[src/rtl/ui_pkg.sv]
// Shared flag geometry and state encoding for the flag controller and renderer.
// No logic; constants and types only.
// Both blocks import this so their geometry can never drift apart.
package ui_pkg;

    typedef enum logic [1:0] {
        DOWN     = 2'd0,
        RAISING  = 2'd1,
        UP       = 2'd2,
        LOWERING = 2'd3
    } flag_state_t;

    localparam int Y_W             = 10;
    localparam int FLAG_TOP_Y_DEF  = 40;
    localparam int FLAG_HEIGHT_DEF = 120;
    localparam int FLAG_CLOTH_H_DEF = 14;
    localparam int STEP_FRAMES_DEF = 2;
    localparam int WAVE_FRAMES_DEF = 8;

    // Lowest legal cloth top row: the cloth bottom sits on the pole base.
    function automatic int flag_bot_y(input int top_y, input int height, input int cloth_h);
        return top_y + height - cloth_h;
    endfunction

endpackage

[src/rtl/frame_divider.sv]
// Frame-tick rising-edge detect plus a 4-bit prescaler that pulses every DIV ticks.
// Latency: div_pulse is combinational in the cycle of the DIV-th rising tick.
// No backpressure; clr or !en holds the count at zero.
module frame_divider #(
    parameter int DIV = 2
) (
    input  logic clk,
    input  logic reset,
    input  logic frame_tick,
    input  logic en,
    input  logic clr,
    output logic div_pulse
);

    localparam logic [3:0] LAST = 4'(DIV - 1);

    logic       tick_d;
    logic       tick_rise;
    logic [3:0] cnt;

    // A tick held high for several cycles counts once.
    assign tick_rise = frame_tick & ~tick_d;
    assign div_pulse = en & ~clr & tick_rise & (cnt == LAST);

    always_ff @(posedge clk or posedge reset) begin
        if (reset) begin
            tick_d <= 1'b0;
            cnt    <= 4'd0;
        end else begin
            tick_d <= frame_tick;
            if (!en || clr) begin
                cnt <= 4'd0;
            end else if (tick_rise) begin
                cnt <= div_pulse ? 4'd0 : cnt + 4'd1;
            end
        end
    end

endmodule

[src/rtl/flag_raise_ctrl.sv]
// Flag raise/lower sequencer: moves the cloth one row every STEP_FRAMES ticks and waves it when up.
// Latency: requests take effect the next cycle; cloth moves only on frame-tick edges.
// No backpressure; requests that do not apply in the current state are dropped.
module flag_raise_ctrl
    import ui_pkg::*;
#(
    parameter int FLAG_TOP_Y   = FLAG_TOP_Y_DEF,
    parameter int FLAG_HEIGHT  = FLAG_HEIGHT_DEF,
    parameter int FLAG_CLOTH_H = FLAG_CLOTH_H_DEF,
    parameter int STEP_FRAMES  = STEP_FRAMES_DEF,
    parameter int WAVE_FRAMES  = WAVE_FRAMES_DEF
) (
    input  logic           clk,
    input  logic           reset,
    input  logic           frame_tick,
    input  logic           raise_req,
    input  logic           lower_req,
    output logic [Y_W-1:0] cloth_top_y,
    output logic [1:0]     wave_phase,
    output logic           busy,
    output logic           raised,
    output logic           done
);

    localparam logic [Y_W-1:0] TOP_Y = Y_W'(FLAG_TOP_Y);
    localparam logic [Y_W-1:0] BOT_Y = Y_W'(flag_bot_y(FLAG_TOP_Y, FLAG_HEIGHT, FLAG_CLOTH_H));

    flag_state_t state, state_nxt;
    logic        reversal;
    logic        step_pulse;
    logic        wave_pulse;
    logic        moving;

    assign moving = (state == RAISING) || (state == LOWERING);
    assign busy   = moving;
    assign raised = (state == UP);

    frame_divider #(.DIV(STEP_FRAMES)) u_step_div (
        .clk        (clk),
        .reset      (reset),
        .frame_tick (frame_tick),
        .en         (moving),
        .clr        (reversal),
        .div_pulse  (step_pulse)
    );

    frame_divider #(.DIV(WAVE_FRAMES)) u_wave_div (
        .clk        (clk),
        .reset      (reset),
        .frame_tick (frame_tick),
        .en         (raised),
        .clr        (1'b0),
        .div_pulse  (wave_pulse)
    );

    always_ff @(posedge clk or posedge reset) begin
        if (reset) begin
            state <= DOWN;
        end else begin
            state <= state_nxt;
        end
    end

    // Raise wins over lower when both arrive together; reversal beats arrival.
    always_comb begin
        state_nxt = state;
        reversal  = 1'b0;
        case (state)
            DOWN: begin
                if (raise_req) state_nxt = RAISING;
            end
            RAISING: begin
                if (lower_req && !raise_req) begin
                    state_nxt = LOWERING;
                    reversal  = 1'b1;
                end else if (cloth_top_y == TOP_Y) begin
                    state_nxt = UP;
                end
            end
            UP: begin
                if (lower_req && !raise_req) state_nxt = LOWERING;
            end
            LOWERING: begin
                if (raise_req) begin
                    state_nxt = RAISING;
                    reversal  = 1'b1;
                end else if (cloth_top_y == BOT_Y) begin
                    state_nxt = DOWN;
                end
            end
            default: state_nxt = DOWN;
        endcase
    end

    // The limit guards stop a tick landing in the single cycle spent at an end row.
    always_ff @(posedge clk or posedge reset) begin
        if (reset) begin
            cloth_top_y <= BOT_Y;
            wave_phase  <= 2'd0;
            done        <= 1'b0;
        end else begin
            if (step_pulse && state == RAISING && cloth_top_y != TOP_Y) begin
                cloth_top_y <= cloth_top_y - Y_W'(1);
            end else if (step_pulse && state == LOWERING && cloth_top_y != BOT_Y) begin
                cloth_top_y <= cloth_top_y + Y_W'(1);
            end

            if (state_nxt != UP) begin
                wave_phase <= 2'd0;
            end else if (wave_pulse) begin
                wave_phase <= wave_phase + 2'd1;
            end

            done <= ((state == RAISING) && (state_nxt == UP)) ||
                    ((state == LOWERING) && (state_nxt == DOWN));
        end
    end

endmodule
[config.mk]
export PLATFORM = sky130hd
export DESIGN_NAME = flag_raise_ctrl
export DESIGN_NICKNAME = d
export VERILOG_FILES = /design/src/rtl/ui_pkg.sv /design/src/rtl/frame_divider.sv /design/src/rtl/flag_raise_ctrl.sv
export SDC_FILE = /design/constraint.sdc
export NUM_CORES = 1
export LEC_CHECK = 0
export CAP_MARGIN = 25
export CORE_ASPECT_RATIO = 0.75
export CORE_UTILIZATION = 49
export CTS_CLUSTER_DIAMETER = 60
export DETAILED_ROUTE_END_ITERATION = 16
export GPL_ROUTABILITY_DRIVEN = 1
export HOLD_SLACK_MARGIN = 0.05
export PLACE_DENSITY = 0.79
export SLEW_MARGIN = 20
export SYNTH_ARGS = -nofsm -noshare
export SYNTH_HDL_FRONTEND = slang
export SYNTH_SLANG_ARGS = --single-unit
[constraint.sdc]
create_clock -name clk -period 2.5 [get_ports clk]
set_input_delay 0.625 -clock clk [delete_from_list [all_inputs] [get_ports clk]]
set_output_delay 0.625 -clock clk [all_outputs]
set_load 0.005 [all_outputs]
==> run_results.csv <==
group,metric,value,unit
status,outcome,"complete, but fails checks",
status,violations,"negative setup slack",
sta,fin_crit,2780,ps
sta,maxSlewHeadroom,0.681,
logic_synthesis,yosysWarnings,0,
final_layout,seqCellArea,604,um^2
logic_synthesis,synth.area.mux_share,0,
clock_network,clock_path_buffers,2,
place,dp_hpwl,2820,um
setup_path,required,2660,ps
logic_synthesis,synth_top_family_by_area,"simple AND/OR/NAND/NOR gates",
setup_path,setup.worst_path.class,"register to register",
power_and_ir_drop,vdd_drop_max,814,uV
sta,setup_ws,-276,ps
logic_synthesis,yosys.cell_types.count,44,
sta,fmax,360,MHz
clock_network,cts_sinks,24,
setup_path,end_kind,"register",
logic_synthesis,synth_edf_count,0,
floorplan,pin_count,20,
final_layout,drive_gt1_frac,0.333,
logic_synthesis,synth-adder-area-share,0.0512,
clock_network,htree_levels,1,
logic_synthesis,synth_compound_area_frac,0.177,
floorplan,core_region_area,2720,um^2
logic_synthesis,ys_ff_latch,24,
setup_path,worstPathMaxFanout,3,
logic_synthesis,synthArstFlopShare,1.00,
global_route,antenna_found_initial,0,
job,maxCapViolCount,0,
route,dr.pass1.iters,5,
logic_synthesis,syn_avg_cell_area,8.94,um^2
global_route,grt_usage,0.287,
setup_path,crit_path_start_kind,"register",
place,dp_slack,-809,ps
place,place.gp.congestion,0.896,
sta,min_period_over_period,1.11,
place,io_buffer_count,19,
final_layout,fillers,158,
clock_network,root_buffer,"clkbuf_8",
sta,clock_skew,7.06,ps
clock_network,cts_tree,"built",
final_layout,num-nets-final,237,
setup_path,crit_arrival,2940,ps
sta,worst_pin_slew,477,ps
clock_network,hold_buffers,0,
logic_synthesis,syn_inst,164,
route,avgRoutedWirePerCell,17.9,um
global_route,grt_pass1_vias,1485,
clock_network,cts_buffers,3,
floorplan,initial_core_util,0.539,
final_layout,num_antenna_cells,0,
route,via_per_inst,6.27,
sta,rsz0062_at_grt,"yes",
global_route,overflow,0,
sta,fin_hold_ws,557,ps
final_layout,final_common_cell,"buf_4",
logic_synthesis,yosys.area_share.xor_xnor,0.0657,
floorplan,dieArea,3220,um^2
logic_synthesis,synthesis.nets,175,
power_and_ir_drop,power_density,973,nW/um^2
global_route,grt_first_pass_wirelength,6960,um
sta,finalHoldViolCount,0,
floorplan,chipWidth,65.2,um
hold_path,min_path_type,"register to register",
logic_synthesis,ys.flop_type,"dfrtp_1",
logic_synthesis,yosysSeqAreaShare,0.412,
floorplan,die_height,49.4,um
sta,slew_violations,0,
final_layout,mostFrequentLayoutCells,"buf_4 (43), nand2_1 (25), dfrtp_1 (21), clkdlybuf4s50_1 (16), nor2_1 (14)",
route,wl,4670,um
logic_synthesis,synth_simple_gate_area_frac,0.256,
route,drc,0,
clock_network,clkLatencyLatePin,270,ps
final_layout,multiInputGateArea,947,um^2
final_layout,area_growth,48.8,%
setup_path,crit_start,"u_step_div.cnt[1]",
sta,setup_viol,3,
setup_path,r2r_start,"u_step_div.cnt[1]",
route,vias,1637,
floorplan,rows,16,
route,ant_nets,0,
logic_synthesis,synth.cell_area,1470,um^2
power_and_ir_drop,p_leak,0.974,nW
global_route,grt_max_degree,18,
clock_network,clkTransAtPathRegs,80,ps
hold_path,min_from,"cloth_top_y[9]",
route,drtIter0Drc,124,
## registers in the layout, summed over array words and instances, names as in the netlist
signal / count
u_wave_div.cnt: 4
state: 2
u_wave_div.tick_d: 1
done: 1
wave_phase: 2
cloth_top_y: 10
u_step_div.cnt: 4
## cells by family after synthesis
logic type | count (synthesis)
AO/OA/AOI/OAI | 41
XOR/XNOR | 11
adder cells (fa/ha/maj) | 6
buffers and inverters | 12
flip-flops | 24
AND/OR/NAND/NOR | 70
## cell usage after synthesis, types with 2 or more instances
| cell | n | area share |
|---|---|---|
| a22oi_1 | 2 | 0.010 |
| nand3_1 | 6 | 0.020 |
| nor3_1 | 4 | 0.014 |
| o22ai_1 | 2 | 0.0085 |
| nand2b_1 | 3 | 0.013 |
| a22o_1 | 2 | 0.012 |
| ha_1 | 6 | 0.051 |
| or3_1 | 3 | 0.013 |
| xor2_1 | 7 | 0.042 |
| nor3b_1 | 2 | 0.010 |
| nand2_1 | 25 | 0.064 |
| o21ai_0 | 11 | 0.038 |
| buf_2 | 3 | 0.010 |
| a31oi_1 | 4 | 0.017 |
| inv_1 | 6 | 0.015 |
| nor2_1 | 14 | 0.036 |
| nand4_1 | 3 | 0.013 |
| a21oi_1 | 10 | 0.034 |
| xnor2_1 | 4 | 0.024 |
| dfrtp_1 | 21 | 0.36 |
| dfstp_2 | 3 | 0.054 |
## where the power goes
part           switching (mW)  leakage [nW]  total (mW)  internal (mW)
sequential             0.0796         0.309       0.578          0.499
combinational           0.646         0.642        1.31          0.666
clock                   0.118        0.0228       0.232          0.114
total                   0.844         0.974        2.12           1.28
## stage by stage
stage                     TNS [ps]  power [mW]  utilization  std cells  cell area [um^2]
after detailed placement     -4080        1.63        0.721        246              1960
after global placement       -3230        1.59        0.721        246              1960
after floorplan               -114        1.11            -        164              1510
final                         -517        2.12        0.801        261              2180
after global routing         -1040        2.23        0.801        261              2180
after CTS                     -206        1.95        0.767        255              2090
## layer usage
metal | GRT usage | share of wire | up-vias
met1 | 0.371 | 0.40 | 752
met5 | 0 | 0 | -
met4 | 0.127 | 0.056 | 0
met3 | 0.0818 | 0.10 | 36
li1 | - | - | 711
met2 | 0.447 | 0.44 | 138
## timing repair
action	in CTS	in global routing
buffers inserted	5	6
gates resized for setup	14	10
pin swaps	6	11
endpoints found under the setup margin	8	8
## worst paths after layout
check	to	slack (ps)	cells past startpoint
worst max-delay path	cloth_top_y[8]	-280	13
worst min-delay path	cloth_top_y[9]	560	1
worst max register to register	cloth_top_y[8]	-280	13
worst min register to register	cloth_top_y[9]	560	1
max in group asynchronous	cloth_top_y[4]	1310	3
min in group asynchronous	cloth_top_y[8]	590	2
## final cells by class
type / count / area share
clock buffers: 4 / 0.0206
repair buffers: 62 / 0.235
multi-input cells: 128 / 0.434
flip-flops and latches: 24 / 0.277
inverters: 7 / 0.0132
well taps: 36 / 0.0206
## critical path: stages, from the launching register on
cell	delay, ps
dfrtp_1	400
inv_2	80
ha_4	120
nor3b_4	230
o2111a_2	280
nand3_4	110
xnor2_2	160
ha_2	190
o21ai_1	140
nand2_1	80
or4_4	440
a22oi_2	190
a2bb2oi_2	160
nand2_1	70
Power figures use the tool's default switching activity.
